`src/rtl/booth_ctrl.sv`:
```
// booth_ctrl: sequencing controller for a radix-2 Booth multiplier datapath.
//
// Accepts a host request while idle, then alternates EVAL/SHIFT for N_BIT
// iterations. In EVAL it decodes the Booth pair {Q0, Q-1} into an add or
// subtract strobe; in SHIFT it requests an arithmetic shift. The final
// 2*N_BIT product is captured into a register and offered under a
// valid/ready handshake.
//
// Ports
//   Clock      in   system clock, rising edge
//   Reset      in   synchronous active-high reset, dominant over all inputs
//   Request    in   host start, sampled only in IDLE
//   Q_out      in   datapath Booth pair on [1:0]; bit 2 is not used
//   Result     in   live datapath product
//   Done       out  high only in IDLE; also gates the datapath operand load
//   add_s      out  add multiplicand to upper half
//   sub_s      out  subtract multiplicand from upper half
//   ashift_s   out  arithmetic shift right of the whole datapath register
//   Res_data   out  registered signed product
//   Res_valid  out  Res_data valid, held until accepted
//   Res_ready  in   consumer accepts when Res_valid & Res_ready
module booth_ctrl #(
  parameter int unsigned N_BIT = 8
) (
  input  logic               Clock,
  input  logic               Reset,
  input  logic               Request,
  input  logic [2:0]         Q_out,
  input  logic [2*N_BIT-1:0] Result,
  output logic               Done,
  output logic               add_s,
  output logic               sub_s,
  output logic               ashift_s,
  output logic [2*N_BIT-1:0] Res_data,
  output logic               Res_valid,
  input  logic               Res_ready
);

  localparam int unsigned CntW = (N_BIT > 2) ? $clog2(N_BIT) : 1;
  localparam logic [CntW-1:0] CntMax = CntW'(N_BIT - 1);

  typedef enum logic [2:0] {
    StIdle,
    StEval,
    StShift,
    StCapture,
    StResult
  } state_e;

  state_e             state_q, state_d;
  logic [CntW-1:0]    count_q, count_d;
  logic [2*N_BIT-1:0] res_data_q, res_data_d;
  logic               res_valid_q, res_valid_d;

  // Q_out[2] is carried by the datapath interface but has no meaning here.
  logic unused_q_out;
  assign unused_q_out = Q_out[2];

  always_ff @(posedge Clock) begin
    if (Reset) begin
      state_q     <= StIdle;
      count_q     <= '0;
      res_data_q  <= '0;
      res_valid_q <= 1'b0;
    end else begin
      state_q     <= state_d;
      count_q     <= count_d;
      res_data_q  <= res_data_d;
      res_valid_q <= res_valid_d;
    end
  end

  always_comb begin
    state_d     = state_q;
    count_d     = count_q;
    res_data_d  = res_data_q;
    res_valid_d = res_valid_q;
    Done        = 1'b0;
    add_s       = 1'b0;
    sub_s       = 1'b0;
    ashift_s    = 1'b0;

    unique case (state_q)
      StIdle: begin
        Done = 1'b1;
        if (Request) begin
          state_d = StEval;
          count_d = '0;
        end
      end

      StEval: begin
        // 01: end of a run of ones -> add; 10: start of a run -> subtract.
        unique case (Q_out[1:0])
          2'b01:   add_s = 1'b1;
          2'b10:   sub_s = 1'b1;
          default: ;
        endcase
        state_d = StShift;
      end

      StShift: begin
        ashift_s = 1'b1;
        if (count_q == CntMax) begin
          state_d = StCapture;
        end else begin
          count_d = count_q + 1'b1;
          state_d = StEval;
        end
      end

      StCapture: begin
        // Datapath is quiescent here, so Result is the final product.
        res_data_d  = Result;
        res_valid_d = 1'b1;
        state_d     = StResult;
      end

      StResult: begin
        if (Res_ready) begin
          res_valid_d = 1'b0;
          state_d     = StIdle;
        end
      end

      default: state_d = StIdle;
    endcase
  end

  assign Res_data  = res_data_q;
  assign Res_valid = res_valid_q;

endmodule
```
`config.mk`:
```
export PLATFORM = sky130hd
export DESIGN_NAME = booth_ctrl
export DESIGN_NICKNAME = d
export VERILOG_FILES = /design/src/rtl/booth_ctrl.sv
export SDC_FILE = /design/constraint.sdc
export NUM_CORES = 1
export LEC_CHECK = 0
export BUFFER_PORTS_ARGS = -buffer_cell sky130_fd_sc_hd__buf_4
export CORE_MARGIN = 8
export CORE_UTILIZATION = 45
export CTS_BUF_LIST = sky130_fd_sc_hd__clkbuf_8 sky130_fd_sc_hd__clkbuf_16
export CTS_CLUSTER_DIAMETER = 200
export CTS_CLUSTER_SIZE = 14
export DETAILED_ROUTE_END_ITERATION = 8
export GPL_TIMING_DRIVEN = 0
export PLACE_DENSITY = 0.77
export SYNTH_ARGS = -nofsm -noshare
export SYNTH_HDL_FRONTEND = slang
export SYNTH_SLANG_ARGS = --single-unit
export TNS_END_PERCENT = 30
```
`constraint.sdc`:
```
create_clock -name Clock -period 1.96 [get_ports Clock]
set_clock_uncertainty 0.15 [all_clocks]
set_input_delay 0.196 -clock Clock [delete_from_list [all_inputs] [get_ports Clock]]
set_output_delay 0.196 -clock Clock [all_outputs]
set_load 0.05 [all_outputs]
```
# Word-level counts from Yosys, hierarchy flattened

Index checks and enable logic that the tools add are counted.

Bits in registers: 23
Latch bits: 0
Bits in writable memories: 0
Bits in read-only memories: 0
Input port bits: 23
Output and inout port bits: 21
Word-level logic and storage cells: 36
Memories: 0

Add/sub/neg operators: 1
$mul: 0
Divide/modulo/power cells: 0
Order comparisons: 0
Equal/unequal tests: 10
Shifts and indexed selects: 0
Muxes and demuxes: 15
Bitwise gates (word level): 0
Reduce and logical (&&, ||, !) cells: 6

Operators by type and width:

| operator            | count |
|---|---|
| $pmux 3 s5          | 1 |
| $mux 3              | 4 |
| $mux 1              | 7 |
| $eq 3x2->1 const B  | 2 |
| $eq 3x3->1 const B  | 2 |
| $ne 2x2->1 const B  | 3 |
| $pmux 3 s2          | 1 |
| $reduce_and 2->1    | 2 |
| $reduce_bool 2->1   | 2 |
| $add 3x1->3 const B | 1 |
| $eq 3x1->1 const B  | 1 |
| $logic_not 3->1     | 1 |
| $reduce_and 3->1    | 1 |
| $eq 2x1->1 const B  | 1 |
| $eq 2x2->1 const B  | 1 |
| $mux 2              | 1 |
| $pmux 1 s2          | 1 |

# Longest topological paths before layout

Gate-level depths: netlist of run 1.

Depth after elaboration: 3
Gate-level depth with buffers: 6
Mapped depth without buffers: 5

# Worst setup path after synthesis of run 1

Ideal clock, no wire load.

Path type: reg2out
From: reg state_q[1]
To: out sub_s
Arrival time: 1881 ps
Data required time: 1614 ps
Setup slack: -267 ps
Cell stages (with the launch flop): 5
Path buffers: 1
Cells stage by stage: dfxtp_1 > buf_6 > nand2b_1 > nand2b_1 > nor3b_1

Cells in the longest elaborated chain, start to end: 2

Ends and longest elaborated chain:

| element                  | line | source |
|---|---|---|
| start: declaration       | 50   | `state_e state_q, state_d;` |
| start signal: assignment | 61   | `state_q <= StIdle;` |
| start signal: assignment | 66   | `state_q <= state_d;` |
| $eq 3x1->1               | 83   | `unique case (state_q)` |
| $mux 1                   | 83   |  |
| end: declaration         | 32   | `output logic sub_s,` |

Every way passes these cells.

# Worst setup path after layout of run 1

Ends and elaborated chain as after synthesis.

==> out/qor.yml, run 1 <==
worst_setup_path:
  rr_startpoint: "count_q[0]$_SDFFE_PP0P_"
  critPathTopFamily: "simple AND/OR/NAND/NOR gates"
  rrSetupSlack_ns: 0.29
  slowest_delay_ns: 0.32
  startpoint_type: "flop"
  end_kind: "output port"
  arrival_ns: 1.44
  required_ns: 1.61
  slowest_stage: "dfxtp_1"
  worstRegToRegCells: 5
  cp_common_cell: "nand2b_1"
  cp_cell_sequence: "buf_6, nand2b_1, nand2b_1, nor3b_1, buf_4"
  path_class: "flop to output port"
  worst-path-max-fanout: 10
  path_buf_inv: 2
  r2r-end: "count_q[0]$_SDFFE_PP0P_"
global_routing:
  grt_start_max_net_pins: 14
  grt_pass1_vias: 935
  overflow: 0
  grt_usage_pct: 11.7
  antenna_found_initial: 0
  grt_pass1_wl_um: 3930
sta:
  final.period_utilization_pct: 91.1
  slew_headroom_pct: 70.3
  worst_slack_ns: 0.175
  slew_viol_final: 0
  holdWs_ns: 0.0298
  rsz0062_at_grt: "no"
  finalCriticalPeriod_ns: 1.79
  tightest_slew_ns: 0.446
  max_freq_ghz: 0.560
  hold_violations: 0
  setup_viol: 0
logic_synthesis:
  synth_top_area_cell: "dfxtp_1"
  yosysTopAreaCellShare_pct: 45.9
  synth_ff_type: "dfxtp_1"
  syn-cell-area_sq_um: 1000
  syn_inst: 114
  async_flop_share_pct: 0
  ys_seq_area_share_pct: 45.9
  ys_ff_latch: 23
  ys_warn_count: 0
  synth-edff-count: 0
  synth_area_leaders: "dfxtp_1 (46%), nand2_1 (12%), a21oi_1 (9.0%)"
  synth_fp_nets: 139
  synth.most_common_cell: "nand2_1"
  ys_types: 24
  synth.avg_cell_area_sq_um: 8.79
  synth_common_cells: "nand2_1 (33), dfxtp_1 (23), a21oi_1 (18), nand2b_1 (6)"
run:
  maxCapViolCount: 0
layout:
  fin_nets: 185
  fill_cells: 188
  final_layout_size_suffix_gt1_share_pct: 36.5
  antenna_cells: 0
  area_growth_syn_to_layout_pct: 38.8
  final_cell_area_sq_um: 1390
  layout.cells.non_filler: 187
placement:
  port_buffers: 41
  dp.cells: 183
  dp_hpwl_um: 1920
  post-place-ws_ns: 0.282
  routabilityCongestion: 0.676
  dpl-instance-area_sq_um: 1350
clocking:
  postCtsSetupBuffers: 0
  numCtsBuffers: 3
  cts_root_buf: "clkbuf_8"
  numClockSinks: 23
  cts_hold_buf: 0
  cts_htree_levels: 1
  cts-resized-gates: 0
  clk_latency_ns: 0.26
  cts_tree: "done"
  cts_buffer_depth: 2
  clk_pin_slew_ns: 0.07
power:
  combPwrFrac_pct: 15.2
  seq_power_share_pct: 53.3
  powerDensity_nw_per_um2: 646
  finalPower_mw: 0.899
  swShare_pct: 24.4
  ir_drop_v: 0.000432
  p_sw_mw: 0.219
  pwr-share-clk_pct: 31.5
  internal-power_mw: 0.679
  p_leak_nw: 0.580
floorplan:
  fp.dieArea_sq_um: 3990
  io_pins: 44
  die_w_um: 63.2
  die_h_um: 63.2
  start_util_pct: 46.7
  row_count: 17
  core_area_sq_um: 2150
routing:
  wl_per_cell_um: 12.6
  drc: 0
  drt-initial-drc-count: 25
  ant_nets: 0
  dr.pass1.iters: 4
  drt_wl_total_um: 2360
  viasPerCell: 4.85
  vias: 907
worst_hold_path:
  hold_depth: 3
  hp-start: "Result[6]"
  min_to: "Res_data[6]$_SDFFE_PP0P_"
  hold_class: "input pin to flop"
outcome:
  status: "completed"
## metal layers
layer / share of wire [%] / vias up / track usage [%]
met5: 0 / - / 0
met4: 0.59 / 0 / 5.29
met3: 6.8 / 2 / 3.71
met2: 53 / 23 / 22.5
met1: 40 / 413 / 11.0
li1: - / 469 / -
## worst min-delay path: stages
cell and delay [ns]:
buf_4 0.10, nand2_1 0.04, a21oi_1 0.05
## area by class of cell
cell class	instances	area (sq um)	area share, %
Multi-Input combinational cell	81	469	33.7
Clock inverter	1	5.00	0.360
Buffer	9	68.8	4.95
Clock buffer	3	41.3	2.97
Inverter	1	3.75	0.270
Sequential cell	23	460	33.1
Tap cell	28	35.0	2.52
Timing Repair Buffer	41	308	22.1
## worst max-delay path by stage
| stage | from | to | cells after the start |
|---|---|---|---|
| after floorplan | state_q[1]$_SDFFE_PP0P_ | sub_s | 4 |
| after global placement | count_q[0]$_SDFFE_PP0P_ | count_q[1]$_SDFFE_PP0P_ | 5 |
| after detailed placement | count_q[0]$_SDFFE_PP0P_ | count_q[0]$_SDFFE_PP0P_ | 5 |
| after CTS | state_q[1]$_SDFFE_PP0P_ | sub_s | 5 |
| after global routing | state_q[1]$_SDFFE_PP0P_ | sub_s | 5 |
| final | state_q[1]$_SDFFE_PP0P_ | sub_s | 5 |
## power groups by stage
stage	Combinational, mW	Sequential, mW	Clock (mW)
after detailed placement	0.138	0.490	0
after floorplan	0.0695	0.503	0
after global placement	0.136	0.489	0
final	0.137	0.479	0.283
after global routing	0.147	0.480	0.309
after CTS	0.138	0.479	0.291
## state kept, by name (all words and copies together), names as in the netlist
register / cells
count_q: 3
Res_data: 16
Res_valid: 1
state_q: 3
## through the flow
stage | util (%) | TNS [ns]
CTS | 64.8 | 0
global route | 64.8 | 0
detailed placement | 62.6 | 0
global placement | 62.6 | 0
finish | 64.8 | 0
floorplan | - | -0.519
## cell usage in the layout, fill, tap and decap left out, types with 2 or more instances in the layout
cell / n
buf_4: 42
nand2_1: 33
dfxtp_1: 23
a21oi_1: 18
nand2b_1: 6
buf_6: 4
nand3b_1: 4
clkbuf_1: 3
mux2i_1: 3
clkbuf_8: 3
nor3_1: 2
nor3b_1: 2
nor2_1: 2
ha_1: 2
## kinds of logic (layout without fill, tap and decap cells)
family	Yosys count	count (layout)	share of synthesized area, %
compound gates	21	21	12.6
fa+ha+maj	2	2	2.50
buf+inv	10	55	7.24
flops	23	23	45.9
mux	3	3	3.00
simple gates	55	55	28.7
Note: power is estimated with default switching activity, not from simulation.
==> inputs of run 2 (changes only) <==
- BUFFER_PORTS_ARGS: -buffer_cell sky130_fd_sc_hd__buf_4 -> -buffer_cell sky130_fd_sc_hd__buf_2
- CORE_ASPECT_RATIO: unset -> 0.7
==> run 2 against run 1 <==
Effect of this change:
- critical path depth unchanged
- power decreased by 1.0%
- combinational power fell by 11%
- non-clock buffer count did not move
- sequential share of layout area up 2.5 points
- final area fell by 7.0%
- sequential power hardly changed
- maximum frequency is 4.4% lower
- register-to-register slack better by 0.03 ns
==> out/qor.yml, run 2 (synthesis gave the netlist of run 1 again) <==
outcome:
  status: "completed"
floorplan:
  fp.dieArea_sq_um: 4020  # +0.61%
  row_count: 14  # -3
  start_util_pct: 46.9  # +0.25 points
  core_area_sq_um: 2140  # -0.52%
  die_h_um: 55.5  # -12%
  io_pins: 44  # unchanged
  die_w_um: 72.4  # +15%
routing:
  drc: 0  # unchanged
  drt-initial-drc-count: 47  # +88%
  viasPerCell: 4.65  # -4.0%
  wl_per_cell_um: 12.3  # -2.4%
  ant_nets: 0  # unchanged
  dr.pass1.iters: 4  # unchanged
  vias: 889  # -2.0%
  drt_wl_total_um: 2350  # -0.34%
placement:
  dp_hpwl_um: 1920  # about the same
  port_buffers: 41  # unchanged
  routabilityCongestion: 0.708  # +4.8%
  post-place-ws_ns: 0.318  # +0.0354 ns
clocking:
  cts_hold_buf: 0  # unchanged
  cts_htree_levels: 1  # unchanged
  numCtsBuffers: 3  # unchanged
  cts_tree: "done"
  postCtsSetupBuffers: 0  # unchanged
  clk_pin_slew_ns: 0.08  # about the same
  clk_latency_ns: 0.26  # about the same
  cts-resized-gates: 0  # unchanged
  cts_root_buf: "clkbuf_8"
  cts_buffer_depth: 2  # unchanged
  numClockSinks: 23  # unchanged
power:
  combPwrFrac_pct: 13.7  # -1.5 points
  seq_power_share_pct: 53.7  # +0.4 points
  ir_drop_v: 0.000411  # -4.8%
  pwr-share-clk_pct: 32.6  # +1.1 points
  p_sw_mw: 0.226  # +3.0%
  p_leak_nw: 0.563  # -2.8%
  swShare_pct: 25.4  # +0.98 points
  powerDensity_nw_per_um2: 688  # +6.5%
  internal-power_mw: 0.664  # -2.3%
  finalPower_mw: 0.890  # -1.0%
sta:
  final.period_utilization_pct: 95.3  # +4.2 points
  slew_viol_final: 0  # unchanged
  hold_violations: 0  # unchanged
  slew_headroom_pct: 70.3  # about the same
  finalSetupTns_ns: 0  # unchanged
  max_freq_ghz: 0.535  # -4.4%
  worst_slack_ns: 0.0925  # -0.0825 ns
  finalCriticalPeriod_ns: 1.87  # +0.0825 ns
  tightest_slew_ns: 0.446  # -0.00000143 ns
  setup_viol: 0  # unchanged
  rsz0062_at_grt: "no"
global_routing:
  overflow: 0  # unchanged
  grt_usage_pct: 12.1  # +0.41 points
  grt_pass1_vias: 907  # -3.0%
  antenna_found_initial: 0  # unchanged
  grt_pass1_wl_um: 3970  # +1.0%
  grt_start_max_net_pins: 14  # unchanged
layout:
  final_layout_size_suffix_gt1_share_pct: 36.5  # unchanged
  fill_cells: 212  # +13%
  area_growth_syn_to_layout_pct: 29.1
  final_common_cell: "buf_2"
  fin_nets: 185  # unchanged
  largest_register_ffs: 16  # unchanged
  antenna_cells: 0  # unchanged
  final_cell_mix: "buf_2 (42), nand2_1 (33), dfxtp_1 (23)"
worst_hold_path:
  hold_class: "input pin to flop"
worst_setup_path:
  end_kind: "output port"
  path_class: "flop to output port"
  required_ns: 1.61  # about the same
  startpoint_type: "flop"
  worst-path-max-fanout: 10  # unchanged
  arrival_ns: 1.52  # +0.08 ns
run:
  maxCapViolCount: 0  # unchanged
[run 2: cell count changes in the layout (fill, tap and decap cells not counted)]
cell   change
buf_2     +41
buf_4     -41
[run 2: layout make-up]
type                    count  area [sq um]  area share (%)
flip-flops and latches     23           460            35.6
clock buffers               3          41.3            3.19
clock inverters             1          5.00           0.387
inverters                   1          3.75           0.290
plain buffers               9          68.8            5.32
repair buffers             41           205            15.9
well taps                  32          40.0            3.09
multi-input cells          81           469            36.3
[run 2: per-stage QoR]
| step | hold WS, ns | utilization [%] | std cells | area (sq um) |
|---|---|---|---|---|
| CTS | 0.00798 | 60.5 | 191 | 1290 |
| global route | 0.00995 | 60.5 | 191 | 1290 |
| global placement | 0.288 | 58.4 | 187 | 1250 |
| floorplan | 0.182 | - | 114 | 1000 |
| detailed placement | 0.296 | 58.4 | 187 | 1250 |
| finish | 0.0154 | 60.5 | 191 | 1290 |
[run 2: path summary, 6_finish.rpt]
| kind | from | endpoint | slack (ns) | depth (start not counted) |
|---|---|---|---|---|
| max | state_q[1]$_SDFFE_PP0P_ | add_s | 0.09 | 5 |
| min | Result[9] | Res_data[9]$_SDFFE_PP0P_ | 0.02 | 3 |
| max reg2reg | count_q[0]$_SDFFE_PP0P_ | count_q[0]$_SDFFE_PP0P_ | 0.32 | 5 |
| min reg2reg | Res_data[11]$_SDFFE_PP0P_ | Res_data[11]$_SDFFE_PP0P_ | 0.31 | 2 |
[run 2: layer usage]
layer	up-vias	GRT usage (%)	wire length [um]
met4	0	2.56	10
met1	403	12.8	968
met5	-	0	0
met3	2	4.50	135
met2	19	22.2	1240
li1	465	-	-
[run 2: power by group through the flow]
stage / combinational, mW / sequential (mW) / clock, mW
after floorplan: 0.0695 / 0.503 / 0
after global placement: 0.120 / 0.489 / 0
after detailed placement: 0.123 / 0.489 / 0
after CTS: 0.123 / 0.478 / 0.300
after global routing: 0.133 / 0.479 / 0.315
final: 0.122 / 0.478 / 0.290
[run 2: worst max-delay path, cell delays in order, from the launching register on]
cell and delay, ns:
dfxtp_1 0.32, buf_6 0.13, nand2b_1 0.15, nand2b_1 0.16, nor3b_1 0.19, buf_2 0.30
